**src/rtl/id_issue_ctrl.sv**
```systemverilog
// Decode-stage issue/stall/flush control with a 32-entry pending-write scoreboard; issue and stall decisions are same-cycle (combinational), while the scoreboard and error state register on the clock edge.
// A hazard holds PC and IF/ID until WB releases the register. Define HAZARD_PERF_CNT_EN to add the stall_cycles counter.
module id_issue_ctrl #(
    parameter int FLUSH_CYCLES  = 1,
    parameter int STALL_TIMEOUT = 255
) (
    input  logic        clk,
    input  logic        rst_n,
    input  logic        id_valid,
    input  logic [4:0]  id_rs1,
    input  logic [4:0]  id_rs2,
    input  logic [4:0]  id_rd,
    input  logic        id_use_rs1,
    input  logic        id_use_rs2,
    input  logic        id_regwrite,
    input  logic        wb_regwrite,
    input  logic [4:0]  wb_rd,
    input  logic        ex_redirect,
    output logic        issue,
    output logic        if_id_stall,
    output logic        if_id_flush,
    output logic        id_ex_bubble,
    output logic [31:0] sb_pending,
    output logic        hazard_err,
    output logic [31:0] stall_cycles
);

    typedef enum logic [1:0] {
        RUN   = 2'd0,
        STALL = 2'd1,
        FLUSH = 2'd2
    } state_t;

    localparam logic [2:0] FLUSH_LOAD  = 3'(FLUSH_CYCLES - 1);
    localparam logic [7:0] TIMEOUT_VAL = 8'(STALL_TIMEOUT);

    state_t      state, state_nxt;
    logic [2:0]  flush_cnt, flush_cnt_nxt;
    logic [7:0]  stall_run, stall_run_nxt;
    logic [31:0] release_vec, set_vec, pend_eff;
    logic        hazard;

    // Write-through register file: a register retiring in WB this cycle is already readable.
    always_comb begin
        release_vec = wb_regwrite ? (32'd1 << wb_rd) : 32'd0;
        pend_eff    = sb_pending & ~release_vec;
        hazard      = id_valid & ((id_use_rs1 & pend_eff[id_rs1]) |
                                  (id_use_rs2 & pend_eff[id_rs2]) |
                                  (id_regwrite & pend_eff[id_rd]));
    end

    always_comb begin
        state_nxt     = state;
        flush_cnt_nxt = flush_cnt;
        issue         = 1'b0;
        if_id_stall   = 1'b0;
        if_id_flush   = 1'b0;
        id_ex_bubble  = 1'b1;
        if (!rst_n) begin
            if_id_flush   = 1'b1;
            state_nxt     = RUN;
            flush_cnt_nxt = 3'd0;
        end else begin
            case (state)
                FLUSH: begin
                    if_id_flush = 1'b1;
                    if (ex_redirect) begin
                        flush_cnt_nxt = FLUSH_LOAD;
                    end else if (flush_cnt == 3'd0) begin
                        state_nxt = RUN;
                    end else begin
                        flush_cnt_nxt = flush_cnt - 3'd1;
                    end
                end
                default: begin
                    if (ex_redirect) begin
                        if_id_flush   = 1'b1;
                        state_nxt     = FLUSH;
                        flush_cnt_nxt = FLUSH_LOAD;
                    end else if (hazard) begin
                        if_id_stall = 1'b1;
                        state_nxt   = STALL;
                    end else begin
                        issue        = id_valid;
                        id_ex_bubble = ~id_valid;
                        state_nxt    = RUN;
                    end
                end
            endcase
        end
    end

    always_comb begin
        set_vec = (issue & id_regwrite & (id_rd != 5'd0)) ? (32'd1 << id_rd) : 32'd0;
        if (state_nxt == STALL) begin
            stall_run_nxt = (stall_run == 8'hFF) ? stall_run : stall_run + 8'd1;
        end else begin
            stall_run_nxt = 8'd0;
        end
    end

    always_ff @(posedge clk) begin
        if (!rst_n) begin
            state      <= RUN;
            flush_cnt  <= 3'd0;
            stall_run  <= 8'd0;
            sb_pending <= 32'd0;
            hazard_err <= 1'b0;
        end else begin
            state      <= state_nxt;
            flush_cnt  <= flush_cnt_nxt;
            stall_run  <= stall_run_nxt;
            sb_pending <= (pend_eff | set_vec) & ~32'd1;
            if ((state_nxt == STALL) && (stall_run_nxt == TIMEOUT_VAL)) begin
                hazard_err <= 1'b1;
            end
        end
    end

`ifdef HAZARD_PERF_CNT_EN
    logic [31:0] perf_cnt;

    always_ff @(posedge clk) begin
        if (!rst_n) begin
            perf_cnt <= 32'd0;
        end else if (if_id_stall) begin
            perf_cnt <= perf_cnt + 32'd1;
        end
    end

    assign stall_cycles = perf_cnt;
`else
    assign stall_cycles = 32'd0;
`endif

endmodule
```
**config.mk**
```make
export PLATFORM = sky130hd
export DESIGN_NAME = id_issue_ctrl
export DESIGN_NICKNAME = d
export VERILOG_FILES = /design/src/rtl/id_issue_ctrl.sv
export SDC_FILE = /design/constraint.sdc
export NUM_CORES = 1
export LEC_CHECK = 0
export BUFFER_PORTS_ARGS = -buffer_cell sky130_fd_sc_hd__buf_2
export CAP_MARGIN = 20
export CORE_ASPECT_RATIO = 0.75
export CORE_MARGIN = 2
export CORE_UTILIZATION = 40
export CTS_CLUSTER_SIZE = 25
export DETAILED_ROUTE_END_ITERATION = 10
export PLACE_DENSITY = 0.74
export SETUP_SLACK_MARGIN = 0.05
export SYNTH_ARGS = -nofsm -noshare
export SYNTH_HDL_FRONTEND = slang
export SYNTH_SLANG_ARGS = --single-unit
```
**constraint.sdc**
```tcl
create_clock -name clk -period 3.55 [get_ports clk]
set_input_delay 0.71 -clock clk [delete_from_list [all_inputs] [get_ports clk]]
set_output_delay 0.71 -clock clk [all_outputs]
set_load 0.05 [all_outputs]
```
==> results, run 1 <==
- The start point of the worst hold path is hazard_err.
- The overall routed net length is roughly 14000 um.
- The post-synthesis cell area is between 0.003 and 0.004 mm2.
- The antenna violation net count after detailed routing is 0.
- The post-synthesis register bit count is 45.
- The count of flip-flops with a built-in enable after synthesis is 0.
- For this run, asynchronously set or reset flops after synthesis account for 0.
- Setup violations remaining at the end of the flow were counted as 3.
- Setup repair after global routing could not meet its margin everywhere.
- The area growth from synthesis to final layout is 31.2%.
- The initial antenna violation count is 0.
- The final worst clock skew is between 0.008 and 0.009 ns.
- TritonCTS created 5 clock buffers.
- Across all setup checks in the final design, the least slack found is -0.159 ns.
- Among all flip-flop cells after synthesis, the most frequent one is sky130_fd_sc_hd__dfxtp_1.
- The tool flagged a number of max-cap violations equal to 0.
- The number of failing hold endpoints at the final stage came to 0.
- The minimum period implied by the final worst setup slack is 3.71 ns.
- The via count of the routed design is roughly 4.4k.
- The actual transition at the worst max-transition pin is about 0.64 ns.
- The peak per-stage delay on the critical path is approximately 0.4 ns.
- The total power is between 1 and 1.5 mW.
- The type of the worst setup path is in2out.
- The tightest min-delay check is of the reg2reg type.
- After clock tree synthesis, the clock-pin slew on the worst setup and hold paths is around 0.060 ns.
- The die span in y is about 90 um.
- The end of the worst register-to-register path is sb_pending[18].
- The flow ran to the end, but the final reports show violations.
- The sequential fraction of the synthesis area is 0.241.
- The count of final max-slew check failures is 0.
- At the worst endpoint, the arrival time is ~3.0 ns.
- The routability congestion estimate is 0.961.
- The cell depth of the worst hold path is 2.
- The clock tree from TritonCTS is yes.
- Entering global routing, the biggest net connects 25 pins.
- The average wire per standard cell is 20.2 um.
- The final worst-path cycle share is 1.04.
- For this run, the detailed router's first-pass iteration total came to 5.
- The cell area power density is roughly 280 mW/mm2.
- For this run, the post-layout net count is 606.
- The total overflow left after global routing is 0.
- Counting every sink on the clock net gives 45.
- For the worst-skew pair, the clock arrives at the later sink with an insertion delay of 0.29 ns.
- The number of port buffers is 63.
- The kind of launch point of the worst setup path is an input pin.
- In this run the standard cell core region covers 0.00905 mm2.
- The final reports fail on negative setup slack.
- The number of remaining DRC errors is 0.
- The path depth of the worst reg2reg path is 8.
- The maximum level of the CTS H-tree is 2.
- After the first detailed-routing iteration, the DRC count stood at roughly 750.
- For this configuration, the core starts out at a cell density of 0.413.
- The flip-flop and latch area is 901 um2.
- The achievable clock frequency is 0.270 GHz.
- The post-cts hold buffer count is 0.
- The detailed-route vias per instance is about 6.2.
- Across the VDD grid, the largest voltage drop is between 0.2 and 0.25 mV.
- After synthesis, the netlist uses 70 different library cells.
- The count of pins on the block boundary is a little under 100.
- The die covers 0.0101 mm2.
- For this run, the number of Yosys warnings is 0.
- The worst path required time is ~2.8 ns.
- The post-route cell area is about 0.0049 mm2.
- The share of post-route cells with drive strength above 1 is 0.339.
- The normalized max-slew margin is 0.571.
- The static leakage power is 2.14 nW.
- The placed instances occupy a cell area of ~0.0045 mm2.
- The via count of the first global-routing pass is between 3k and 4k.
- The area used by multi-input combinational logic is 0.00254 mm2.
- The buffer levels on the longest clock path is 2.
- The launching point of the worst reg2reg path is sb_pending[22].
- Across every metal layer, demand over resource in global routing totals 0.277.
- The reg2reg setup slack is 0.82 ns.
- The number of diodes added for antenna fixing is 0.
- In this run the clock root is driven by a sky130_fd_sc_hd__clkbuf_16.
- The first-pass GRT wire length is about 22000 um.
- Synthesis produced 462 cells.
- On the critical path, the stage with the largest delay is an instance of sky130_fd_sc_hd__o311ai_0.
- After legalization and detailed placement, the total HPWL measured ~11000 um.
- The critical path goes through buf_2 > buf_12 > xor2_1 > o311ai_0 > nand3_1 > a32oi_1 > a41o_1 > nand3_2 > or3_4 > clkinvlp_4 > buf_8.
- A synthesized cell averages slightly above 8 um2.
- The layout filler cell count is 816.
- The floorplan has 30 rows.
- The top fanout value on the critical path is 7.
- The die boundary width is roughly 120 um.
- The destination of the worst hold path is hazard_err.
- The sort of element at the end of the critical path is an output port.
==> area by class of cell <==
class,instances,share of cell area
clock inverter,2,0.00767
inverter,16,0.0130
timing repair buffer,144,0.215
multi-input combinational,363,0.519
sequential,45,0.184
tap,128,0.0327
clock buffer,6,0.0284
==> sequential cells by signal (all words and copies together), names as in the netlist <==
| name | flops |
|---|---|
| sb_pending | 31 |
| hazard_err | 1 |
| flush_cnt | 3 |
| stall_run | 8 |
| state | 2 |
==> power by group <==
part           total [mW]  switching, mW  internal, mW  leakage, nW
clock               0.548          0.197         0.351       0.0831
combinational       0.327          0.223         0.104         1.70
sequential          0.508        0.00139         0.506        0.363
total                1.38          0.421         0.962         2.14
==> kinds of logic after synthesis <==
logic type / Yosys count / synth area share
buffers and inverters: 86 / 0.125
DFF: 45 / 0.241
and+or+nand+nor: 160 / 0.240
adders and majority gates: 3 / 0.0101
AOI/OAI and AO/OA: 125 / 0.250
xor gates and xnor gates: 10 / 0.0235
muxes: 32 / 0.108
other: 1 / 0.00100
==> synth_stat cells, types with 4 or more instances <==
cell type | number | share of area
sky130_fd_sc_hd__nor2_1 | 27 | 0.027
sky130_fd_sc_hd__xor2_1 | 5 | 0.012
sky130_fd_sc_hd__nand4b_1 | 4 | 0.0094
sky130_fd_sc_hd__nand3_1 | 13 | 0.017
sky130_fd_sc_hd__nand2_1 | 28 | 0.028
sky130_fd_sc_hd__inv_1 | 15 | 0.015
sky130_fd_sc_hd__buf_4 | 33 | 0.066
sky130_fd_sc_hd__nand3b_1 | 4 | 0.0080
sky130_fd_sc_hd__nor2b_1 | 6 | 0.010
sky130_fd_sc_hd__a211oi_1 | 4 | 0.0080
sky130_fd_sc_hd__nand4_1 | 6 | 0.010
sky130_fd_sc_hd__nor4_1 | 8 | 0.013
sky130_fd_sc_hd__and3_1 | 6 | 0.010
sky130_fd_sc_hd__or2_2 | 4 | 0.0067
sky130_fd_sc_hd__a41o_1 | 8 | 0.021
sky130_fd_sc_hd__mux4_2 | 6 | 0.036
sky130_fd_sc_hd__nand2b_1 | 9 | 0.015
sky130_fd_sc_hd__o21a_1 | 4 | 0.0080
sky130_fd_sc_hd__a21oi_1 | 4 | 0.0054
sky130_fd_sc_hd__o311ai_0 | 4 | 0.0094
sky130_fd_sc_hd__o21ai_0 | 32 | 0.043
sky130_fd_sc_hd__a31o_2 | 8 | 0.019
sky130_fd_sc_hd__mux2i_1 | 19 | 0.051
sky130_fd_sc_hd__o211ai_1 | 7 | 0.014
sky130_fd_sc_hd__buf_2 | 10 | 0.013
sky130_fd_sc_hd__or3_1 | 5 | 0.0084
sky130_fd_sc_hd__mux2_2 | 7 | 0.021
sky130_fd_sc_hd__xnor2_1 | 5 | 0.012
sky130_fd_sc_hd__dfxtp_1 | 45 | 0.24
sky130_fd_sc_hd__nor3_1 | 19 | 0.025
sky130_fd_sc_hd__o22ai_1 | 12 | 0.020
sky130_fd_sc_hd__clkbuf_1 | 23 | 0.023
sky130_fd_sc_hd__o2111ai_1 | 6 | 0.014
sky130_fd_sc_hd__o211a_1 | 9 | 0.024
==> layer usage <==
metal  wire (um)  track usage  vias to the layer above
met5           0            0                        -
li1            -            -                     1903
met2        6210        0.419                      334
met4         328       0.0767                        0
met1        5840        0.397                     2102
met3        1820       0.0637                       37
==> critical path: cells and delay by family <==
kind	cells	cell delay (ns)
simple gates	3	0.69
compound gates	3	0.80
xor+xnor	1	0.23
buf+inv	4	0.54
==> worst max path at each step <==
stage                      startpoint     endpoint  slack, ns
after floorplan              wb_rd[3]        issue      -0.15
after global placement    wb_regwrite  if_id_stall      -0.33
after detailed placement  wb_regwrite        issue      -0.32
after CTS                    wb_rd[0]  if_id_stall      -0.12
after global routing      wb_regwrite        issue      -0.22
final                        wb_rd[0]        issue      -0.16
==> per-stage QoR <==
step           utilization  TNS (ns)  hold slack (ns)  instances  setup WS, ns
2_1_floorplan            -    -0.152            0.471        494        -0.152
3_3_place_gp         0.498    -0.897            0.432        690        -0.332
3_5_place_dp         0.498    -0.851            0.445        690        -0.316
4_1_cts              0.532    -0.318            0.461        702        -0.124
5_1_grt              0.541    -0.560            0.489        704        -0.219
6_report             0.541    -0.384            0.460        704        -0.159
==> timing repair <==
| action | in CTS | in global routing |
|---|---|---|
| cloned | 1 | 1 |
| setup endpoints to repair | 3 | 3 |
| resized for setup | 21 | 16 |
| pin swaps | 6 | 7 |
| setup buffers | 3 | 1 |
==> layout by cell type (no fill, tap or decap), drive strengths merged, types with 4 or more instances in the layout <==
master	n
nor3	19
mux4	6
nand4	6
nor2	27
mux2i	19
a41o	8
xor2	5
inv	15
o21a	4
or3	5
nand3b	4
a21oi	4
o22ai	12
nor2b	6
o211ai	7
nand4b	4
o21ai	34
or4	4
conb	33
a31o	8
o211a	9
o311ai	5
or2	5
a211oi	4
nand3	14
nor4	8
dfxtp	45
xnor2	5
buf	141
and3	6
clkbuf	8
o2111ai	6
mux2	7
nand2b	9
nand2	28
Power figures use the tool's default switching activity.
==> inputs of run 2 (changes only) <==
Settings changed: PLACE_DENSITY 0.74 to 0.71.
Clock period 3.55 ns to 3.79 ns, I/O delays scaled along.
==> results, run 2 (same netlist as run 1, synthesis figures left out) <==
- The area growth from synthesis to final layout is 27.1% (was 31.2%).
- The initial antenna violation count is 0 (unchanged).
- The die boundary width was 116 um (unchanged).
- The overall routed net length is 13600 um (was 14200 um).
- The kind of launch point of the worst setup path was an input pin (unchanged).
- The normalized max-slew margin is 0.593 (was 0.571).
- The average wire per standard cell is 19.7 um (was 20.2 um).
- The via count of the first global-routing pass is 3859 (was 3986).
- The count of final max-slew check failures came to 0 (unchanged).
- The static leakage power is 2.08 nW (was 2.14 nW).
- The pin count of the biggest net entering global routing is 25 (unchanged).
- The minimum period implied by the final worst setup slack is 3.80 ns.
- The first-pass iteration count of the detailed router is 5 (unchanged).
- The number of sinks driven by the clock tree came to 45 (unchanged).
- The area of the core region is 0.00905 mm2 (unchanged).
- The clock tree from TritonCTS is yes (unchanged).
- The type of the worst setup path is in2out (unchanged).
- The global-route usage over all layers is 0.266 (was 0.277).
- The effective utilization at floorplan is 0.413 (unchanged).
- The first-pass GRT wire length is 20900 um (was 21700 um).
- The flip-flop and latch area was 901 um2 (unchanged).
- The worst hold slack came to 0.448 ns (was 0.460 ns).
- The register with the highest flop count is sb_pending (unchanged).
- The post-cts hold buffer count is 0 (unchanged).
- Most frequent cells in the layout: 69 x sky130_fd_sc_hd__buf_4, 56 x sky130_fd_sc_hd__buf_2, 45 x sky130_fd_sc_hd__dfxtp_1 (was 80 x sky130_fd_sc_hd__buf_4, 53 x sky130_fd_sc_hd__buf_2, 45 x sky130_fd_sc_hd__dfxtp_1).
- The number of flip-flops in the largest register is 31 (unchanged).
- The final worst clock skew is 0.00693 ns (was 0.00821 ns).
- The sum of overflow across all layers after global routing is 0 (unchanged).
- The layout filler cell count is 861 (was 816).
- The routability congestion estimate is 1.01 (was 0.961).
- The cell area power density was 280 mW/mm2 (was 282 mW/mm2).
- RSZ-0062 raised after global routing: true (unchanged).
- The count of pins on the block boundary was 97 (unchanged).
- The class of the tightest hold or removal check is reg2reg (unchanged).
- The die span in y is 87.7 um (unchanged).
- The number of buffers inserted during clock tree synthesis was 5 (unchanged).
- Largest registers: sb_pending (31), stall_run (8), flush_cnt (3) (unchanged).
- The number of port buffers is 63 (unchanged).
- The number of remaining DRC errors is 0 (unchanged).
- Violations in the final reports: negative setup slack (unchanged).
- The detailed-placement wirelength estimate is 10500 um (was 10800 um).
- The floorplan row count is 30 (unchanged).
- The achievable clock frequency is about 0.26 GHz.
- The master cell of the clock root buffer is sky130_fd_sc_hd__clkbuf_16 (unchanged).
- The area used by multi-input combinational logic was 0.00255 mm2 (was 0.00254 mm2).
- The number of endpoints failing setup at the final stage is 1 (was 3).
- The overall die area was 0.0101 mm2 (unchanged).
- The worst path required time is 3.03 ns (was 2.84 ns).
- The number of DRC violations after detailed-routing iteration 0 is 583 (was 754).
- The signal arrival time at the worst endpoint is 3.04 ns (was 3.00 ns).
- The number of violations of the max-capacitance limit was 0 (unchanged).
- The most frequent standard cell in the layout excluding fill and tap cells was sky130_fd_sc_hd__buf_4 (unchanged).
- The top fanout value on the critical path came to 8 (was 7).
- The clock-pin slew on the worst setup and hold paths was 0.06 ns (about the same).
- The worst voltage drop across the vdd grid is 0.160 mV (was 0.229 mV).
- The worst setup slack before clock tree synthesis is -0.184 ns (was -0.316 ns).
- Of the available clock period, the critical path in the final layout requires 1.00.
- The antenna violation net count after detailed routing is 0 (unchanged).
- The maximum level of the CTS H-tree is 2 (unchanged).
- The net total in the final layout is 594 (was 606).
- Run status: finished with violations (unchanged).
- The number of diodes added for antenna fixing is 0 (unchanged).
- The detailed-route vias per instance was 6.20 (was 6.22).
- The smallest setup slack after layout is -0.00596 ns (was -0.159 ns).
- The buffer levels on the longest clock path came to 2 (unchanged).
- The sort of element at the end of the critical path is an output port (unchanged).
- The via count of the routed design is 4292 (was 4376).
- The clock latency on the worst-skew pair is 0.29 ns (about the same).
- The actual transition at the worst max-transition pin is 0.608 ns (was 0.638 ns).
- The share of post-route cells with drive strength above 1 was 0.323 (was 0.339).
- The number of failing hold endpoints at the final stage came to 0 (unchanged).
-- run 2: cell count changes in the layout (fill, tap and decap cells not counted), moves of 2 or more --
cell | previous run | this run
sky130_fd_sc_hd__buf_12 | 2 | 0
sky130_fd_sc_hd__buf_2 | 53 | 56
sky130_fd_sc_hd__buf_4 | 80 | 69
sky130_fd_sc_hd__buf_8 | 4 | 2
sky130_fd_sc_hd__mux2i_1 | 17 | 19
sky130_fd_sc_hd__mux2i_2 | 2 | 0
sky130_fd_sc_hd__o21ai_0 | 30 | 27
sky130_fd_sc_hd__o21ai_1 | 3 | 5
-- run 2: worst paths after layout --
check | from | end | slack (ns) | depth (start not counted)
hold / removal | hazard_err | hazard_err | 0.45 | 2
setup reg to reg | sb_pending[31] | sb_pending[18] | 1.02 | 9
hold reg to reg | hazard_err | hazard_err | 0.45 | 2
setup / recovery | wb_rd[1] | issue | -0.006 | 11
-- run 2: metal layers --
layer	routed length, um	GRT usage
met5	0	0
met4	371	0.0778
met3	1750	0.0740
met2	5750	0.393
met1	5770	0.377
-- run 2: area by class of cell --
type,instances,area share
well taps,128,0.0338
clock inverters,3,0.0137
clock buffers,5,0.0264
repair buffers,132,0.186
multi-input cells,363,0.537
flip-flops and latches,45,0.190
inverters,16,0.0135
-- run 2: critical path: stages --
cell                         delay (ns)
sky130_fd_sc_hd__buf_2             0.21
sky130_fd_sc_hd__buf_4             0.15
sky130_fd_sc_hd__inv_1             0.10
sky130_fd_sc_hd__o311a_1           0.38
sky130_fd_sc_hd__a311oi_1          0.39
sky130_fd_sc_hd__nor4_1            0.11
sky130_fd_sc_hd__o311ai_2          0.11
sky130_fd_sc_hd__nand3_2           0.16
sky130_fd_sc_hd__or3_4             0.43
sky130_fd_sc_hd__clkinvlp_4        0.08
sky130_fd_sc_hd__buf_8             0.13
-- run 2: timing repair --
action,CTS,global route
buffers inserted,0,5
resized for setup,8,26
pin swaps,3,9
setup endpoints to repair,3,3
-- run 2: where the power goes --
part	leakage, nW	internal (mW)	switching (mW)
Clock	0.0938	0.377	0.184
Combinational	1.62	0.0833	0.208
Sequential	0.363	0.474	0.00129
-- run 2: per-stage QoR --
step                area [um2]  TNS (ns)  utilization  power (mW)  instances
floorplan                 3860  -0.00818            -       0.697        494
global placement          4410    -0.184        0.488       0.753        679
detailed placement        4410    -0.335        0.488       0.756        679
CTS                       4620         0        0.511        1.31        687
global route              4740    -0.193        0.524        1.36        692
finish                    4740  -0.00596        0.524        1.33        692
